[config.mk]
export PLATFORM = sky130hd
export DESIGN_NAME = uart_rx_os
export DESIGN_NICKNAME = d
export VERILOG_FILES = /design/src/rtl/uart_pkg.sv /design/src/rtl/uart_baud_tick.sv /design/src/rtl/uart_rx_os.sv
export SDC_FILE = /design/constraint.sdc
export NUM_CORES = 1
export LEC_CHECK = 0
export CAP_MARGIN = 40
export CORE_MARGIN = 2
export CORE_UTILIZATION = 30
export CTS_CLUSTER_DIAMETER = 30
export DETAILED_ROUTE_END_ITERATION = 12
export RECOVER_POWER = 100
export REMOVE_ABC_BUFFERS = 1
export SYNTH_ARGS = -nofsm -noshare
export SYNTH_HDL_FRONTEND = slang
export SYNTH_SLANG_ARGS = --single-unit
[constraint.sdc]
create_clock -name clk -period 2.9 [get_ports clk]
set_input_delay 0.58 -clock clk [delete_from_list [all_inputs] [get_ports clk]]
set_output_delay 0.58 -clock clk [all_outputs]
set_load 0.1 [all_outputs]
[src/rtl/uart_pkg.sv]
// Shared types and legal parameter ranges for the UART blocks.
package uart_pkg;

   typedef enum logic [1:0] {
      PAR_NONE = 2'b00,
      PAR_EVEN = 2'b01,
      PAR_ODD  = 2'b10
   } parity_mode_t;

   typedef enum logic [2:0] {
      IDLE,
      START,
      DATA,
      PARITY,
      STOP,
      STOP2,
      BREAK
   } rx_state_t;

   localparam int OS_MIN = 8;
   localparam int OS_MAX = 16;
   localparam int DW_MIN = 8;
   localparam int DW_MAX = 32;

   // The reserved encoding 2'b11 behaves like "no parity".
   function automatic parity_mode_t decode_parity(input logic [1:0] mode);
      case (mode)
         2'b01:   return PAR_EVEN;
         2'b10:   return PAR_ODD;
         default: return PAR_NONE;
      endcase
   endfunction

endpackage

[src/rtl/uart_baud_tick.sv]
// Sample-tick generator: one tick every i_div+1 clocks, restartable so the
// first tick lands a fixed distance after the restart is released.
module uart_baud_tick #(
   parameter int DIV_W = 16
) (
   input  logic             clk,
   input  logic             rst_n,
   input  logic             i_restart,
   input  logic [DIV_W-1:0] i_div,
   output logic             o_tick
);

   logic [DIV_W-1:0] r_cnt;

   always_ff @(posedge clk or negedge rst_n) begin
      if (!rst_n) begin
         r_cnt <= '0;
      end else if (i_restart || (r_cnt == '0)) begin
         r_cnt <= i_div;
      end else begin
         r_cnt <= r_cnt - 1'b1;
      end
   end

   assign o_tick = !i_restart && (r_cnt == '0);

endmodule

[src/rtl/uart_rx_os.sv]
// Oversampling UART receiver with parity, one/two stop bits, break handling
// and a valid/ready output register that reports overruns.
//
// state  | meaning
// IDLE   | line idle, waiting for a falling edge
// START  | half a bit in, confirming the start bit
// DATA   | shifting in payload bits LSB first
// PARITY | checking a parity bit (per byte or per word)
// STOP   | first stop bit
// STOP2  | second stop bit
// BREAK  | line stuck low after a bad stop bit, waiting for it to rise
module uart_rx_os
   import uart_pkg::*;
#(
   parameter int DATA_WIDTH = 8,
   parameter int OVERSAMPLE = 16,
   parameter int DIV_W      = 16
) (
   input  logic                  clk,
   input  logic                  rst_n,
   input  logic                  rx_in,
   input  logic [DIV_W-1:0]      baud_div,
   input  logic [1:0]            parity_mode,
   input  logic                  parity_per_byte,
   input  logic                  two_stop,
   output logic                  m_valid,
   input  logic                  m_ready,
   output logic [DATA_WIDTH-1:0] m_data,
   output logic                  parity_err,
   output logic                  frame_err,
   output logic                  overrun_err,
   output logic                  busy
);

   localparam int SMP_W = $clog2(OVERSAMPLE);
   localparam int BIT_W = $clog2(DATA_WIDTH + 1);

   if (((DATA_WIDTH % 8) != 0) || (DATA_WIDTH < DW_MIN) || (DATA_WIDTH > DW_MAX)) begin : g_bad_dw
      $error("uart_rx_os: DATA_WIDTH must be a multiple of 8 within 8..32");
   end
   if (((OVERSAMPLE % 2) != 0) || (OVERSAMPLE < OS_MIN) || (OVERSAMPLE > OS_MAX)) begin : g_bad_os
      $error("uart_rx_os: OVERSAMPLE must be even within 8..16");
   end

   logic [1:0]            r_sync;
   rx_state_t             r_state, w_state_nxt;
   logic [DIV_W-1:0]      r_div;
   parity_mode_t          r_pmode;
   logic                  r_ppb, r_two;
   logic [SMP_W-1:0]      r_smp;
   logic [BIT_W-1:0]      r_bit_cnt;
   logic [DATA_WIDTH-1:0] r_shift;
   logic                  r_par_acc, r_perr, r_ferr;
   logic                  r_m_valid, r_perr_out, r_ferr_out, r_ovr;
   logic [DATA_WIDTH-1:0] r_m_data;
   logic                  w_rxs, w_tick, w_samp, w_done, w_accept, w_par_en;
   logic                  w_last_bit, w_all_bits;
   logic [DIV_W-1:0]      w_div;

   assign w_rxs      = r_sync[1];
   assign w_div      = (r_state == IDLE) ? baud_div : r_div;
   assign w_samp     = w_tick && (r_smp == '0);
   assign w_par_en   = (r_pmode != PAR_NONE);
   assign w_last_bit = (r_bit_cnt == BIT_W'(DATA_WIDTH - 1));
   assign w_all_bits = (r_bit_cnt == BIT_W'(DATA_WIDTH));
   assign w_accept   = r_m_valid && m_ready;

   uart_baud_tick #(.DIV_W(DIV_W)) u_tick (
      .clk       (clk),
      .rst_n     (rst_n),
      .i_restart (r_state == IDLE),
      .i_div     (w_div),
      .o_tick    (w_tick)
   );

   always_ff @(posedge clk or negedge rst_n) begin
      if (!rst_n) begin
         r_sync  <= 2'b11;
         r_state <= IDLE;
      end else begin
         r_sync  <= {r_sync[0], rx_in};
         r_state <= w_state_nxt;
      end
   end

   always_comb begin
      w_state_nxt = r_state;
      w_done      = 1'b0;
      case (r_state)
         IDLE:   if (!w_rxs) w_state_nxt = START;
         START:  if (w_samp) w_state_nxt = w_rxs ? IDLE : DATA;
         DATA: begin
            if (w_samp) begin
               if (w_par_en && (w_last_bit || (r_ppb && (r_bit_cnt[2:0] == 3'd7))))
                  w_state_nxt = PARITY;
               else if (w_last_bit)
                  w_state_nxt = STOP;
            end
         end
         PARITY: if (w_samp) w_state_nxt = w_all_bits ? STOP : DATA;
         STOP: begin
            if (w_samp) begin
               if (r_two) begin
                  w_state_nxt = STOP2;
               end else begin
                  w_done      = 1'b1;
                  w_state_nxt = w_rxs ? IDLE : BREAK;
               end
            end
         end
         STOP2: begin
            if (w_samp) begin
               w_done      = 1'b1;
               w_state_nxt = w_rxs ? IDLE : BREAK;
            end
         end
         BREAK:   if (w_rxs) w_state_nxt = IDLE;
         default: w_state_nxt = IDLE;
      endcase
   end

   always_ff @(posedge clk or negedge rst_n) begin
      if (!rst_n) begin
         r_div     <= '0;
         r_pmode   <= PAR_NONE;
         r_ppb     <= 1'b0;
         r_two     <= 1'b0;
         r_smp     <= '0;
         r_bit_cnt <= '0;
         r_shift   <= '0;
         r_par_acc <= 1'b0;
         r_perr    <= 1'b0;
         r_ferr    <= 1'b0;
      end else begin
         if (r_state == IDLE) begin
            r_smp     <= SMP_W'(OVERSAMPLE / 2 - 1);
            r_bit_cnt <= '0;
            r_par_acc <= 1'b0;
            r_perr    <= 1'b0;
            r_ferr    <= 1'b0;
            if (!w_rxs) begin
               r_div   <= baud_div;
               r_pmode <= decode_parity(parity_mode);
               r_ppb   <= parity_per_byte;
               r_two   <= two_stop;
            end
         end else if (w_tick) begin
            r_smp <= (r_smp == '0) ? SMP_W'(OVERSAMPLE - 1) : r_smp - 1'b1;
         end
         if (w_samp) begin
            case (r_state)
               DATA: begin
                  r_shift   <= {w_rxs, r_shift[DATA_WIDTH-1:1]};
                  r_par_acc <= r_par_acc ^ w_rxs;
                  r_bit_cnt <= r_bit_cnt + 1'b1;
               end
               PARITY: begin
                  // odd parity expects the complement of the data XOR
                  if (w_rxs != (r_par_acc ^ (r_pmode == PAR_ODD))) r_perr <= 1'b1;
                  r_par_acc <= 1'b0;
               end
               STOP, STOP2: if (!w_rxs) r_ferr <= 1'b1;
               default: ;
            endcase
         end
      end
   end

   always_ff @(posedge clk or negedge rst_n) begin
      if (!rst_n) begin
         r_m_valid  <= 1'b0;
         r_m_data   <= '0;
         r_perr_out <= 1'b0;
         r_ferr_out <= 1'b0;
         r_ovr      <= 1'b0;
      end else if (w_done && (!r_m_valid || w_accept)) begin
         r_m_valid  <= 1'b1;
         r_m_data   <= r_shift;
         r_perr_out <= r_perr;
         r_ferr_out <= r_ferr || !w_rxs;
         r_ovr      <= 1'b0;
      end else if (w_done) begin
         r_ovr <= 1'b1;
      end else if (w_accept) begin
         r_m_valid <= 1'b0;
         r_ovr     <= 1'b0;
      end
   end

   assign m_valid     = r_m_valid;
   assign m_data      = r_m_data;
   assign parity_err  = r_perr_out;
   assign frame_err   = r_ferr_out;
   assign overrun_err = r_ovr;
   assign busy        = (r_state != IDLE);

endmodule

==> reports/metrics.cfg <==
[floorplanning]
die_x_um=114
fp.dieH_um=114
pin_count=37
initial_core_util=0.305
design.core.area_mm2=0.0119
die_area_mm2=0.0129
rows=40

[routing]
drc=0
wl_per_cell_um=14.2
postRouteAntennaNets=0
wirelength_um=7620
viasPerCell=4.98
drtIter0Drc=138
dr.pass1.iters=4
vias=2675

[sta]
rsz0062_at_grt=false
setup_viol_count_final=0
fin_skew_ns=0.00670
worst_pin_slew_ns=1.57
fin_crit_ns=2.69
slew_violations=61
hold_slack_ns=0.307
final-hold-violation-count=0
tns_ns=0
max_slew_margin=-0.0485
timing.fmax_mhz=372
postLayoutSetupSlackWorst_ns=0.212
post-route-period-util=0.927

[placement]
dp_slack_ns=0.286
gp_congestion=0.750
place_hpwl_um=5310
portBuffers=36

[logic_synthesis]
yosysTopAreaCell=dfrtp_1
ys_top_cells_by_area=dfrtp_1 (48%), mux2_2 (12%), o21ai_0 (5.5%)
syn_area_mm2=0.00361
synth_area_per_cell_um2=10.4
synth_edf_count=0
netlist.area_leader.share=0.485
synth_cell_types=53
syn-instance-count=347
ys.flop_type=dfrtp_1
ys_seq_area_frac=0.499
synth.ff_latch_count=72
synth_warnings=0
async_flop_share=1.00

[grt]
grt-ovfl-total=0
grt_usage=0.128
grt_pass1_vias=2692
grt_max_degree=31
grt_pass1_wl_um=13000
antenna_found_initial=0

[cells_and_area]
utilization=0.368
drive_gt1_frac=0.177
final_common_cell=dfrtp_1
final_nets=415
final_cell_mix=dfrtp_1 (70), o21ai_0 (40), mux2_2 (36), nand2_1 (34), nor2_1 (22)
fillers=1157
area_growth_pct=20.7
antenna_cells=0

[power]
p_per_area_mw_per_mm2=625
p_comb_frac=0.122
seq_power_share=0.448
switchingPower_mw=0.681
internal_power_mw=2.04
clkPwrFrac=0.430
leakagePower_nw=1.84
swShare=0.250
peakVddDrop_mv=0.346

[run_status]
run_status=finished, violations left
failed_checks=capacitance limit, slew limit

[worst_setup_path]
r2r_start=r_smp[0]
cpMaxStageDelayCell=dfrtp_1
path_buf_inv=2
startpoint_type=flop
cp_cell_sequence=nor3_1 -> inv_1 -> buf_2
startpoint=r_state[2]
crit_family=buffers and inverters
end_kind=primary output
cp.arrival_ns=2.11
cp_max_fo=17
cp_slowest_stage_delay_ns=0.71
crit_required_ns=2.32
criticalPathCategory=reg -> out

[clock_tree]
tritoncts=done
root_buffer=clkbuf_16
cts_buffers=9
cts_setup_buffers=0
post_cts_resized=0
clk_pin_slew_worst_paths_ns=0.06
clockBufferDepth=2
cts.sink_count=72
holdBufCountCts=0
cts.htree.levels=3
clk_latency_ns=0.33

[run]
maxCapViolations=2

[min_path]
min_path_type=in -> async

## worst paths after layout
kind                             end  slack [ns]  depth (start not counted)
max                             busy        0.21                          3
min                          m_valid        0.31                          1
max reg2reg                m_data[3]        0.30                          7
min reg2reg                r_sync[1]        0.36                          0
max in group asynchronous   r_div[0]        0.67                          2
min in group clk           r_sync[1]        0.36                          0
## logic make-up (layout without fill, tap and decap cells)
family,after synthesis,in the layout,synth area share
muxes,40,40,0.124
adders and majority gates,6,6,0.0208
AOI/OAI and AO/OA,75,75,0.126
DFF,72,72,0.499
xor gates and xnor gates,10,10,0.0242
and+or+nand+nor,114,114,0.172
buffers and inverters,30,73,0.0336
## cell type report
class                   instances  area (um^2)  share of cell area
multi-input cells             245         1690               0.387
inverters                      12         45.0              0.0103
well taps                     147          184              0.0422
clock inverters                 6         82.6              0.0189
repair buffers                 45          319              0.0732
clock buffers                  10          239              0.0548
flip-flops and latches         72         1800               0.414
## power groups by stage
stage	Clock (mW)	Combinational [mW]	Sequential (mW)
6_report	1.17	0.332	1.22
5_1_grt	1.26	0.390	1.23
4_1_cts	1.20	0.341	1.22
3_5_place_dp	0	0.337	1.23
3_3_place_gp	0	0.330	1.23
2_1_floorplan	0	0.232	1.21
## flip-flops by register name, summed over array words and instances, names as in the netlist
name and flops:
r_two 1, r_smp 4, parity_err 1, r_sync 2
r_pmode 2, r_perr 1, r_div 16, r_par_acc 1
r_shift 8, m_data 8, u_tick.r_cnt 16, m_valid 1
r_ferr 1, r_bit_cnt 4, r_state 3, r_ppb 1
frame_err 1, overrun_err 1
## metal layers
metal / global-route usage / wire length [um] / up-vias
met5: 0 / 0 / -
met4: 0.0585 / 129 / 0
met3: 0.0266 / 190 / 9
met2: 0.198 / 3530 / 38
met1: 0.174 / 3780 / 1309
li1: - / - / 1319
## synthesized netlist by cell type (5+ instances only)
cell type,count
xnor2_1,5
a21oi_1,9
nand2_1,34
nor2_1,22
xor2_1,5
nand3b_1,5
clkbuf_1,12
dfrtp_1,70
ha_1,6
nor3_1,8
inv_1,11
o21ai_0,40
nand3_1,12
mux2_2,37
## through the flow
step                area (um^2)  total power, mW  cells
floorplan                  3540             1.44    329
detailed placement         4130             1.57    521
finish                     4360             2.72    537
global placement           4130             1.56    521
global route               4360             2.88    537
CTS                        4450             2.76    537
(Power assumes the default switching activity.)
